File: config.mk
export PLATFORM = sky130hd
export DESIGN_NAME = alu_result_capture
export DESIGN_NICKNAME = d
export VERILOG_FILES = /design/src/rtl/alu_pkg.sv /design/src/rtl/alu_result_capture_fifo.sv /design/src/rtl/alu_result_capture.sv
export SDC_FILE = /design/constraint.sdc
export NUM_CORES = 1
export LEC_CHECK = 0
export ABC_CLOCK_PERIOD_IN_PS = 5100
export CORE_ASPECT_RATIO = 1.5
export CORE_MARGIN = 2
export CORE_UTILIZATION = 25
export DETAILED_ROUTE_END_ITERATION = 12
export SLEW_MARGIN = 20
export SYNTH_ARGS = -nofsm -noshare
export SYNTH_HDL_FRONTEND = slang
export SYNTH_SLANG_ARGS = --single-unit
File: constraint.sdc
create_clock -name clk -period 5.1 [get_ports clk]
set_clock_uncertainty 0.2 [all_clocks]
set_input_delay 1.02 -clock clk [delete_from_list [all_inputs] [get_ports clk]]
set_output_delay 1.02 -clock clk [all_outputs]
set_load 0.05 [all_outputs]
File: src/rtl/alu_pkg.sv
// alu_pkg: shared ALU field widths, capture record layout and select encodings
package alu_pkg;
  localparam int ALU_W = 5;
  localparam int SEL_W = 2;
  localparam int REC_W = SEL_W + 2 * ALU_W + ALU_W;
  localparam int OUT_LSB = 0;
  localparam int B_LSB = ALU_W;
  localparam int A_LSB = 2 * ALU_W;
  localparam int SEL_LSB = 3 * ALU_W;
  localparam logic [SEL_W-1:0] SEL_00 = 2'b00;
  localparam logic [SEL_W-1:0] SEL_01 = 2'b01;
  localparam logic [SEL_W-1:0] SEL_10 = 2'b10;
  localparam logic [SEL_W-1:0] SEL_11 = 2'b11;
endpackage

File: src/rtl/alu_result_capture_fifo.sv
// sync_fifo: generic synchronous FIFO, extra pointer MSB separates full from empty
module sync_fifo #(
  parameter int W = 8,
  parameter int DEPTH = 8
) (
  input  logic                     clk,
  input  logic                     reset,
  input  logic                     push_i,
  input  logic                     pop_i,
  input  logic [W-1:0]             din_i,
  output logic                     push_ok_o,
  output logic [W-1:0]             dout_o,
  output logic                     valid_o,
  output logic [$clog2(DEPTH):0]   level_o,
  output logic                     full_o
);
  localparam int AW = $clog2(DEPTH);
  localparam int PW = AW + 1;
  logic [W-1:0]  mem_q [DEPTH];
  logic [PW-1:0] wr_ptr_q, wr_ptr_d, rd_ptr_q, rd_ptr_d;
  logic          pop_ok;
  assign level_o   = wr_ptr_q - rd_ptr_q;
  assign full_o    = level_o == PW'(DEPTH);
  assign valid_o   = level_o != '0;
  assign dout_o    = mem_q[rd_ptr_q[AW-1:0]];
  assign pop_ok    = pop_i && valid_o;
  // a full FIFO still accepts a push when the head leaves in the same cycle
  assign push_ok_o = push_i && (!full_o || pop_ok);
  always_comb begin
    wr_ptr_d = wr_ptr_q + {{AW{1'b0}}, push_ok_o};
    rd_ptr_d = rd_ptr_q + {{AW{1'b0}}, pop_ok};
  end
  always_ff @(posedge clk) begin
    if (reset) begin
      wr_ptr_q <= '0;
      rd_ptr_q <= '0;
    end else begin
      wr_ptr_q <= wr_ptr_d;
      rd_ptr_q <= rd_ptr_d;
    end
  end
  always_ff @(posedge clk) begin
    if (push_ok_o) mem_q[wr_ptr_q[AW-1:0]] <= din_i;
  end
endmodule

File: src/rtl/alu_result_capture.sv
// alu_result_capture: packs ALU transactions into a FIFO with per-select and drop statistics
module alu_result_capture import alu_pkg::*; #(
  parameter int DEPTH = 8,
  parameter int CNT_W = 8
) (
  input  logic                   clk,
  input  logic                   reset,
  input  logic                   cap_valid,
  input  logic [ALU_W-1:0]       cap_a,
  input  logic [ALU_W-1:0]       cap_b,
  input  logic [SEL_W-1:0]       cap_sel,
  input  logic [ALU_W-1:0]       cap_out,
  output logic                   rd_valid,
  input  logic                   rd_ready,
  output logic [REC_W-1:0]       rd_data,
  output logic [$clog2(DEPTH):0] level,
  output logic                   full,
  output logic                   overflow,
  output logic [CNT_W-1:0]       drop_cnt,
  output logic [CNT_W-1:0]       sel_cnt0,
  output logic [CNT_W-1:0]       sel_cnt1,
  output logic [CNT_W-1:0]       sel_cnt2,
  output logic [CNT_W-1:0]       sel_cnt3
);
  logic [REC_W-1:0] rec;
  logic             push_ok, drop;
  logic [CNT_W-1:0] sel_cnt_q [4];
  logic [CNT_W-1:0] sel_cnt_d [4];
  logic [CNT_W-1:0] drop_cnt_q, drop_cnt_d;
  logic             overflow_q, overflow_d;
  assign rec[SEL_LSB +: SEL_W] = cap_sel;
  assign rec[A_LSB +: ALU_W]   = cap_a;
  assign rec[B_LSB +: ALU_W]   = cap_b;
  assign rec[OUT_LSB +: ALU_W] = cap_out;
  sync_fifo #(.W(REC_W), .DEPTH(DEPTH)) u_fifo (
    .clk       (clk),
    .reset     (reset),
    .push_i    (cap_valid),
    .pop_i     (rd_ready),
    .din_i     (rec),
    .push_ok_o (push_ok),
    .dout_o    (rd_data),
    .valid_o   (rd_valid),
    .level_o   (level),
    .full_o    (full)
  );
  assign drop = cap_valid && !push_ok;
  always_comb begin
    for (int i = 0; i < 4; i++)
      sel_cnt_d[i] = (push_ok && cap_sel == SEL_W'(i) && sel_cnt_q[i] != '1) ? sel_cnt_q[i] + 1'b1 : sel_cnt_q[i];
    drop_cnt_d = (drop && drop_cnt_q != '1) ? drop_cnt_q + 1'b1 : drop_cnt_q;
    overflow_d = overflow_q || drop;
  end
  always_ff @(posedge clk) begin
    if (reset) begin
      sel_cnt_q  <= '{default: '0};
      drop_cnt_q <= '0;
      overflow_q <= 1'b0;
    end else begin
      sel_cnt_q  <= sel_cnt_d;
      drop_cnt_q <= drop_cnt_d;
      overflow_q <= overflow_d;
    end
  end
  assign overflow = overflow_q;
  assign drop_cnt = drop_cnt_q;
  assign sel_cnt0 = sel_cnt_q[SEL_00];
  assign sel_cnt1 = sel_cnt_q[SEL_01];
  assign sel_cnt2 = sel_cnt_q[SEL_10];
  assign sel_cnt3 = sel_cnt_q[SEL_11];
endmodule

==> results.tsv, run 1 <==
metric	value	unit
pin count of the biggest net entering global routing	58	
via count	4787	
H-tree depth	4	
Filler Cell Count	3072	
diode count	0	
Pre-Repair DR Iteration Count	6	
Period minus WS final	4.28	ns
Mapped Area	7800	um2
syn avg cell area	14.1	um2
first-pass GRT wire length	27100	um
I/O pin total	85	
Die Span Y	220	um
die area	32700	um2
post-cts sizing count	0	
Max stage delay cell, worst path	dfxtp_1	
Critical Path Max Stage Delay	0.72	ns
met3 WL	653	um
number of global-route vias before repair	4708	
Hold Crit Endpoint	overflow$_SDFF_PP0_	
layout cells sized above 1	0.173	
Critical R2R Launch	u_fifo.rd_ptr_q[1]$_SDFF_PP0_	
worst setup path start	u_fifo.rd_ptr_q[1]$_SDFF_PP0_	
initial core utilization	0.253	
hold crit path type	reg2reg	
width of the die	148	um
final setup TNS	0	ns
WP data arrival	3.06	ns
total power	4.36	mW
RR Endpoint	u_fifo.wr_ptr_q[2]$_SDFF_PP0_	
leakage	3.23	nW
worst slew pin tran	0.682	ns
EDFF count, synth	136	
post-route ant nets	0	
clk sinks	185	
Mapped Cells	553	
DRC viols	0	
max-slew violation count	0	
CP Launch Type	flip-flop	
Synth warnings	0	
core area	30800	um2
area grow syn2layout	25.8	%
Num CTS Buffers	17	
max-cap violations	0	
Synth cell types	52	
Met2 Routed Length	9800	um
fmax	234	MHz
asr flop ratio synth	0	
Post-synth top flop	edfxtp_1	
nets	680	
CTS tree	built	
crit end category	output port	
pwr/cell area	444	nW/um2
CP Max Fanout	13	
max layer used	met4	
Tot GR Track Use	0.110	
post-synth top area share	0.523	
CTS clk-pin slew, worst paths	0.07	ns
routed vias/inst	4.50	
status	finished, final reports clean	
postcts setup bufs	0	
wire length per cell	16.6	um
final hold vios	0	
initial DRC count	318	
RSZ-0062 raised after global routing	false	
clk buf depth	2	
clk root buf	clkbuf_16	
CP Cell Sequence	inv_1, ha_1, and3b_1, o21ai_0, nand2_1, nor2_1, buf_12	
Routed Wire Length	17600	um
flop and latch count out of synthesis	185	
Synth area leaders	edfxtp_1 (52%), dfxtp_1 (13%), mux4_2 (9.8%)	
Setup CP Type	reg2out	
dominant cell type by area after synthesis	edfxtp_1	
reg2reg setup slack	1.25	ns
Site Rows	79	
detailed placement HPWL	11900	um
sequential fraction of the synthesis area	0.649	
R2R cell count	11	
hold_sp	overflow$_SDFF_PP0_	
initial antenna violation count	0	
final setup fails	0	
relative slew slack	0.544	
Syn Nets	587	
Tcrit/Tclk final	0.839	
VDD IR max	0.256	mV
I/O Buffers	84	
hold path depth	2	
Req. time, crit path	3.88	ns
gr ovfl total	0	
Worst-Skew Late Latency	0.43	ns
met1 wire length	6910	um
cts hold-fix bufs	0	
Final Wtd Congestion	0.744	
==> metal layers <==
| layer | vias up | track usage |
|---|---|---|
| li1 | 2283 | - |
| met1 | 2383 | 0.124 |
| met4 | 0 | 0.0387 |
| met5 | - | 0 |
| met2 | 102 | 0.206 |
| met3 | 19 | 0.0225 |
==> sequential cells by signal, summed over array words and instances (netlist names) <==
register and count:
sel_cnt0 8, drop_cnt 8, sel_cnt3 8, sel_cnt2 8
u_fifo.mem_q 136, u_fifo.wr_ptr_q 4, sel_cnt1 8, u_fifo.rd_ptr_q 4
overflow 1
==> synthesized netlist by cell type, types with 2 or more instances <==
library cell	number
edfxtp_1	136
nand2_1	80
dfxtp_1	49
mux4_2	34
nor2_1	30
nor2b_1	21
clkbuf_1	17
nand3_1	17
mux2_2	15
a21oi_1	14
inv_1	14
ha_1	12
nor3_1	11
nand4_1	9
o21ai_0	8
or4_1	8
nor4_1	7
and3_1	6
buf_2	6
o31ai_1	6
nor4b_1	5
xnor2_1	5
mux2i_1	4
or3_1	4
and2_1	3
a31oi_1	2
clkinv_1	2
nor3b_1	2
o211a_1	2
xor2_1	2
==> critical path, delay by kind of cell (launching register included) <==
family,cells,cell delay (ns)
flops,1,0.72
buf+inv,2,0.35
compound gates,1,0.47
fa+ha+maj,1,0.32
simple gates,3,0.77
==> final cells by class <==
cell class	instances	area (um2)	area share
well taps	405	507	0.0517
multi-input cells	328	2620	0.267
repair buffers	98	971	0.0990
clock inverters	15	164	0.0167
inverters	16	60.1	0.00612
flip-flops and latches	185	5070	0.516
clock buffers	17	425	0.0434
==> cells in the final DEF (no fill, tap or decap), types with 12 or more instances in the layout <==
cell type and n:
a21oi_1 14, buf_4 14, clkbuf_16 17, clkdlybuf4s50_1 80, dfxtp_1 48, edfxtp_1 136
ha_1 12, inv_1 14, mux2_2 15, mux4_2 34, nand2_1 80, nand3_1 17
nor2_1 30, nor2b_1 21
==> through the flow <==
step	setup slack, ns	cell area (um2)	std cells	hold WS [ns]	util
after floorplan	0.0920	7810	553	0.299	-
after global routing	0.523	9810	1064	0.317	0.318
final	0.823	9810	1064	0.267	0.318
after detailed placement	1.15	9220	1032	0.260	0.299
after CTS	0.743	9810	1064	0.279	0.318
after global placement	1.18	9220	1032	0.264	0.299
==> power breakdown <==
part           switching (mW)  internal [mW]
registers              0.0676           1.70
logic                   0.784          0.504
clock network           0.576          0.732
==> worst max-delay path by stage <==
stage	to	slack (ns)	depth (start not counted)
floorplan	u_fifo.mem_q[0][0]$_DFFE_PP_	0.09	11
detailed placement	u_fifo.wr_ptr_q[1]$_SDFF_PP0_	1.15	10
global placement	u_fifo.wr_ptr_q[2]$_SDFF_PP0_	1.18	12
finish	full	0.82	7
CTS	rd_valid	0.74	7
global route	rd_valid	0.52	7
==> cells by family after synthesis <==
logic type,share of synthesized area
and+or+nand+nor,0.136
DFF,0.649
muxes,0.125
adders and majority gates,0.0218
buffers and inverters,0.0212
xor gates and xnor gates,0.00786
AOI/OAI and AO/OA,0.0385
Note: power is estimated with default switching activity, not from simulation.
==> inputs of run 2 (changes only) <==
--- a/config.mk
+++ b/config.mk
@@ -5,7 +5,7 @@
 export SDC_FILE = /design/constraint.sdc
 export NUM_CORES = 1
 export LEC_CHECK = 0
-export ABC_CLOCK_PERIOD_IN_PS = 5100
+export ABC_CLOCK_PERIOD_IN_PS = 4150
 export CORE_ASPECT_RATIO = 1.5
 export CORE_MARGIN = 2
 export CORE_UTILIZATION = 25
==> constraint.sdc (replaced) <==
create_clock -name clk -period 4.15 [get_ports clk]
set_clock_uncertainty 0.2 [all_clocks]
set_input_delay 0.83 -clock clk [delete_from_list [all_inputs] [get_ports clk]]
set_output_delay 0.83 -clock clk [all_outputs]
set_load 0.05 [all_outputs]
==> run 2 against run 1 <==
  * Routed wire length increased by 0.12%
  * Global-route usage is 0.092 points higher
  * Non-clock buffer count grew 1
  * Combinational power rose by 28%
  * Flip-flop and latch count did not move
  * Cell count about the same
  * Largest power group unchanged
  * Largest cell class unchanged
  * Critical path type unchanged
  * Total power is 23% higher
==> results.tsv, run 2 (synthesis results as in run 1) <==
metric	value	unit	change
I/O Buffers	84		unchanged
number of global-route vias before repair	4979		+5.8%
via count	4785		-0.042%
width of the die	148	um	unchanged
H-tree depth	4		unchanged
Hold Crit Endpoint	overflow$_SDFF_PP0_		
total net switching power	1.75	mW	+23%
wire length per cell	16.6	um	about the same
max-cap violations	0		unchanged
CP Cell Sequence	ha_1, and3b_1, o21ai_0, nand2_1, nand3_1, buf_12		
Critical Path Max Stage Delay	0.62	ns	-0.10 ns
final setup fails	0		unchanged
VDD IR max	0.260	mV	+1.7%
RR Endpoint	u_fifo.wr_ptr_q[2]$_SDFF_PP0_		
WP data arrival	2.78	ns	-0.28 ns
post-route ant nets	0		unchanged
reg2reg setup slack	0.36	ns	-0.89 ns
pwr/cell area	546	nW/um2	+23%
Pre-Repair DR Iteration Count	4		-2
status	finished, final reports clean		
Final Wtd Congestion	0.699		-6.1%
postcts setup bufs	0		unchanged
leakage	3.24	nW	+0.47%
max-slew violation count	0		unchanged
clock power share	0.297		-0.003
crit end category	output port		
fmax	262	MHz	
Req. time, crit path	3.12	ns	-0.76 ns
relative slew slack	0.583		+0.0394
nets	681		+0.15%
routed vias/inst	4.49		-0.14%
most common cell after layout, fill and taps aside	edfxtp_1		
initial core utilization	0.253		unchanged
final hold vios	0		unchanged
DRC viols	0		unchanged
gr ovfl total	0		unchanged
worst slew pin tran	0.623	ns	-0.0590 ns
max reg flops	136		unchanged
Net Sw Frac	0.326		-0.00108
initial antenna violation count	0		unchanged
initial DRC count	168		-47%
Tcrit/Tclk final	0.919		
Period minus WS final	3.81	ns	
Num CTS Buffers	17		unchanged
Setup WS pre-CTS	0.299	ns	-0.847 ns
pin count of the biggest net entering global routing	37		-36%
core area	30800	um2	unchanged
post-cts sizing count	0		unchanged
Tot GR Track Use	0.111		+0.000915
Non-Filler Instances	1065		+0.094%
layout cells sized above 1	0.173		-0.000262
Worst-Skew Late Latency	0.43	ns	about the same
Die Span Y	220	um	unchanged
diode count	0		unchanged
Routed Wire Length	17700	um	+0.12%
hold path depth	2		unchanged
R2R cell count	13		+2
Site Rows	79		unchanged
RSZ-0062 raised after global routing	false		
CTS tree	built		
first-pass GRT wire length	27600	um	+1.7%
Critical R2R Launch	u_fifo.wr_ptr_q[0]$_SDFF_PP0_		
clk buf depth	2		unchanged
Comb power frac	0.307		+0.012
cts hold-fix bufs	0		unchanged
Reg power frac	0.396		-0.009
hold_sp	overflow$_SDFF_PP0_		
most frequent cells in the layout	edfxtp_1 (136), nand2_1 (80), clkdlybuf4s50_1 (78)		
Post-Place Cells	1033		+0.097%
hold crit path type	reg2reg		
CP Launch Type	flip-flop		
Max stage delay cell, worst path	dfxtp_1		
I/O pin total	85		unchanged
CTS clk-pin slew, worst paths	0.07	ns	about the same
die area	32700	um2	unchanged
clk sinks	185		unchanged
clk root buf	clkbuf_16		
Internal	3.62	mW	+23%
setup slack after layout	0.337	ns	-0.486 ns
CP Max Fanout	9		-4
worst hold margin	0.255	ns	-0.0126 ns
detailed placement HPWL	11600	um	-2.8%
Setup CP Type	reg2out		
area grow syn2layout	26.1	%	
[run 2: cell count changes in the layout (fill, tap and decap cells not counted), moves of 2 or more]
cell,delta
buf_12,+2
clkbuf_1,+2
clkdlybuf4s50_1,-2
clkinv_4,+4
clkinvlp_4,-2
inv_6,-5
[run 2: power by group through the flow]
| stage | Clock, mW | Sequential (mW) | Combinational [mW] |
|---|---|---|---|
| 4_1_cts | 1.65 | 2.13 | 1.69 |
| 5_1_grt | 1.70 | 2.14 | 1.76 |
| 2_1_floorplan | 0 | 2.18 | 1.08 |
| 3_3_place_gp | 0 | 2.17 | 1.68 |
| 3_5_place_dp | 0 | 2.17 | 1.69 |
| 6_report | 1.60 | 2.13 | 1.65 |
[run 2: critical path, delay by kind of cell (launching register included)]
kind            cells  cell delay (ns)
compound gates      1             0.43
simple gates        3             0.78
fa+ha+maj           1             0.36
flops               1             0.62
buf+inv             1             0.17
[run 2: how the worst max path moves through the flow]
stage,from,end,slack [ns]
6_report,u_fifo.wr_ptr_q[2]$_SDFF_PP0_,rd_valid,0.34
5_1_grt,u_fifo.wr_ptr_q[0]$_SDFF_PP0_,u_fifo.wr_ptr_q[2]$_SDFF_PP0_,0.09
4_1_cts,u_fifo.wr_ptr_q[0]$_SDFF_PP0_,u_fifo.wr_ptr_q[2]$_SDFF_PP0_,0.28
3_5_place_dp,u_fifo.wr_ptr_q[0]$_SDFF_PP0_,u_fifo.wr_ptr_q[2]$_SDFF_PP0_,0.30
3_3_place_gp,u_fifo.wr_ptr_q[0]$_SDFF_PP0_,u_fifo.wr_ptr_q[2]$_SDFF_PP0_,0.34
2_1_floorplan,u_fifo.rd_ptr_q[1]$_SDFF_PP0_,u_fifo.mem_q[5][0]$_DFFE_PP_,-0.29
[run 2: per-layer routing]
metal | track usage | routed length, um | up-vias
met2 | 0.214 | 9750 | 100
met1 | 0.117 | 6890 | 2386
met5 | 0 | 0 | -
li1 | - | - | 2283
met4 | 0.0352 | 217 | 0
met3 | 0.0291 | 795 | 16
[run 2: metrics by stage]
| stage | setup TNS [ns] | area (um2) | util | power (mW) |
|---|---|---|---|---|
| 2_1_floorplan | -15.94 | 7830 | - | 3.26 |
| 3_3_place_gp | 0 | 9260 | 0.300 | 3.84 |
| 3_5_place_dp | 0 | 9260 | 0.300 | 3.86 |
| 4_1_cts | 0 | 9840 | 0.319 | 5.47 |
| 5_1_grt | 0 | 9840 | 0.319 | 5.61 |
| 6_report | 0 | 9840 | 0.319 | 5.37 |
[run 2: area by class of cell]
cell class | instances | area (um2)
fill | 3105 | 21000
sequential | 185 | 5070
multi-input combinational | 328 | 2630
timing repair buffer | 99 | 998
tap | 405 | 507
clock buffer | 19 | 433
clock inverter | 13 | 149
inverter | 16 | 60.1
==> inputs of run 3 (changes only) <==
--- a/config.mk
+++ b/config.mk
@@ -5,10 +5,11 @@
 export SDC_FILE = /design/constraint.sdc
 export NUM_CORES = 1
 export LEC_CHECK = 0
-export ABC_CLOCK_PERIOD_IN_PS = 4150
+export ABC_CLOCK_PERIOD_IN_PS = 3700
 export CORE_ASPECT_RATIO = 1.5
 export CORE_MARGIN = 2
 export CORE_UTILIZATION = 25
+export CTS_CLUSTER_DIAMETER = 150
 export DETAILED_ROUTE_END_ITERATION = 12
 export SLEW_MARGIN = 20
 export SYNTH_ARGS = -nofsm -noshare
==> constraint.sdc (replaced) <==
create_clock -name clk -period 3.7 [get_ports clk]
set_clock_uncertainty 0.2 [all_clocks]
set_input_delay 0.74 -clock clk [delete_from_list [all_inputs] [get_ports clk]]
set_output_delay 0.74 -clock clk [all_outputs]
set_load 0.05 [all_outputs]
==> run 3 against run 2 <==
  * Critical path depth rose by 1
  * Routed wire length rose by 0.11%
  * Register-to-register slack improved by 0.20 ns
  * Count of clock-buffer cells in the layout fell by 2
  * Clock power rose by 17%
  * Via count rose by 1.8%
  * Combinational power rose by 18%
  * First-iteration DRC count rose by 12%
  * Hold slack barely moved
  * Non-clock buffer count rose by 7
  * Total power rose by 15%
==> results.tsv, run 3 (synthesis results as in run 1) <==
metric	value	unit	change
status	finished, final reports clean		
worst slew pin tran	0.733	ns	+0.110 ns
Tcrit/Tclk final	0.934		
Site Rows	79		unchanged
RSZ-0062 raised after global routing	false		
area grow syn2layout	27.9	%	
Req. time, crit path	2.76	ns	-0.36 ns
worst hold margin	0.255	ns	+0.000448 ns
clk sinks	185		unchanged
CTS clk-pin slew, worst paths	0.08	ns	about the same
leakage	3.34	nW	+2.8%
final setup fails	0		unchanged
first-pass GRT wire length	27300	um	-0.98%
H-tree depth	4		unchanged
Max stage delay cell, worst path	or3_4		
routed vias/inst	4.55		+1.2%
hold_sp	overflow$_SDFF_PP0_		
Comb power frac	0.314		+0.007
WP data arrival	2.51	ns	-0.27 ns
number of global-route vias before repair	4853		-2.5%
post-route ant nets	0		unchanged
Final Wtd Congestion	0.752		+7.7%
final hold vios	0		unchanged
VDD IR max	0.387	mV	+49%
detailed placement HPWL	11700	um	+0.74%
max reg flops	136		unchanged
Period minus WS final	3.45	ns	
initial antenna violation count	0		unchanged
Internal	4.04	mW	+12%
Die Span Y	220	um	unchanged
I/O pin total	85		unchanged
Hold Crit Endpoint	overflow$_SDFF_PP0_		
final setup TNS	0	ns	unchanged
via count	4873		+1.8%
R2R cell count	12		-1
Routed Wire Length	17700	um	+0.11%
Pre-Repair DR Iteration Count	4		unchanged
wire length per cell	16.5	um	-0.54%
die area	32700	um2	unchanged
Num CTS Buffers	17		unchanged
DRC viols	0		unchanged
RR Endpoint	u_fifo.mem_q[7][14]$_DFFE_PP_		
max-slew violation count	0		unchanged
Critical R2R Launch	u_fifo.wr_ptr_q[0]$_SDFF_PP0_		
total net switching power	2.14	mW	+22%
reg2reg setup slack	0.56	ns	+0.20 ns
fmax	290	MHz	
diode count	0		unchanged
hold crit path type	reg2reg		
delay-heaviest family, CP	simple AND/OR/NAND/NOR gates		
CP Launch Type	flip-flop		
pin count of the biggest net entering global routing	37		unchanged
postcts setup bufs	0		unchanged
core area	30800	um2	unchanged
hold path depth	2		unchanged
clk buf depth	2		unchanged
CP Max Fanout	9		unchanged
initial DRC count	188		+12%
relative slew slack	0.511		-0.0722
Setup CP Type	reg2out		
most common cell after layout, fill and taps aside	edfxtp_1		
layout cells sized above 1	0.216		+0.0432
crit end category	output port		
Worst-Skew Late Latency	0.43	ns	about the same
pwr/cell area	619	nW/um2	+13%
Net Sw Frac	0.347		+0.0203
CTS tree	built		
gr ovfl total	0		unchanged
Tot GR Track Use	0.111		about the same
Crit path buffers/inverters	2		+1
max-cap violations	0		unchanged
clk root buf	clkbuf_16		
clock power share	0.302		+0.005
I/O Buffers	84		unchanged
Critical Path Max Stage Delay	0.42	ns	-0.20 ns
width of the die	148	um	unchanged
CP Cell Sequence	clkinv_1, ha_1, and3b_1, or3_4, nand2_1, nand3_1, buf_12		
nets	688		+1.0%
Reg power frac	0.383		-0.013
most frequent cells in the layout	edfxtp_1 (136), nand2_1 (80), clkdlybuf4s50_1 (61)		
initial core utilization	0.253		unchanged
[run 3: worst max path at each step]
stage | start | end | slack, ns | depth (start not counted)
6_report | u_fifo.rd_ptr_q[2]$_SDFF_PP0_ | rd_valid | 0.25 | 7
5_1_grt | u_fifo.rd_ptr_q[2]$_SDFF_PP0_ | rd_valid | 0.09 | 7
4_1_cts | u_fifo.rd_ptr_q[2]$_SDFF_PP0_ | full | 0.07 | 7
3_5_place_dp | u_fifo.wr_ptr_q[0]$_SDFF_PP0_ | u_fifo.mem_q[7][8]$_DFFE_PP_ | 0.55 | 12
3_3_place_gp | u_fifo.rd_ptr_q[2]$_SDFF_PP0_ | rd_valid | 0.55 | 7
2_1_floorplan | u_fifo.rd_ptr_q[1]$_SDFF_PP0_ | u_fifo.mem_q[2][0]$_DFFE_PP_ | 0.02 | 9
[run 3: final cells by class]
class	instances	area (um2)
Multi-Input combinational cell	328	2650
Clock inverter	15	211
Fill cell	3101	20900
Sequential cell	185	5070
Inverter	16	60.1
Clock buffer	17	425
Tap cell	405	507
Timing Repair Buffer	106	1060
[run 3: timing repair]
item | 4_1_cts | 5_1_grt
setup endpoints to repair | 0 | 2
resized for setup | 0 | 1
endpoints found under the hold margin | 0 | 0
hold buffers | 0 | 0
[run 3: worst register-to-register path, stage by stage (launching register included)]
cell	delay (ns)
dfxtp_1	0.31
inv_1	0.08
ha_1	0.16
inv_1	0.06
fa_2	0.38
xnor2_1	0.31
inv_2	0.09
nor4_2	0.26
a31o_4	0.21
clkinv_1	0.22
nand2_1	0.29
nor2_2	0.06
buf_4	0.23
[run 3: routing by layer]
layer / track usage / up-vias / wire (um)
met5: 0 / - / 0
met4: 0.0343 / 0 / 259
met3: 0.0254 / 22 / 650
met2: 0.208 / 114 / 9750
met1: 0.125 / 2430 / 7030
li1: - / 2307 / -
[run 3: stage by stage]
stage	instance area [um2]	power, mW	util	setup slack (ns)	instances
floorplan	7880	3.68	-	0.0154	553
global placement	9340	4.39	0.303	0.551	1040
detailed placement	9340	4.40	0.303	0.547	1040
CTS	9980	6.29	0.324	0.0687	1072
global route	9980	6.46	0.324	0.0857	1072
finish	9980	6.18	0.324	0.246	1072
[run 3: power by group through the flow]
stage	clock network (mW)	logic [mW]	registers [mW]
after CTS	1.93	1.99	2.37
final	1.87	1.94	2.37
after floorplan	0	1.23	2.45
after global placement	0	1.98	2.41
after global routing	2.00	2.07	2.38
after detailed placement	0	1.98	2.42
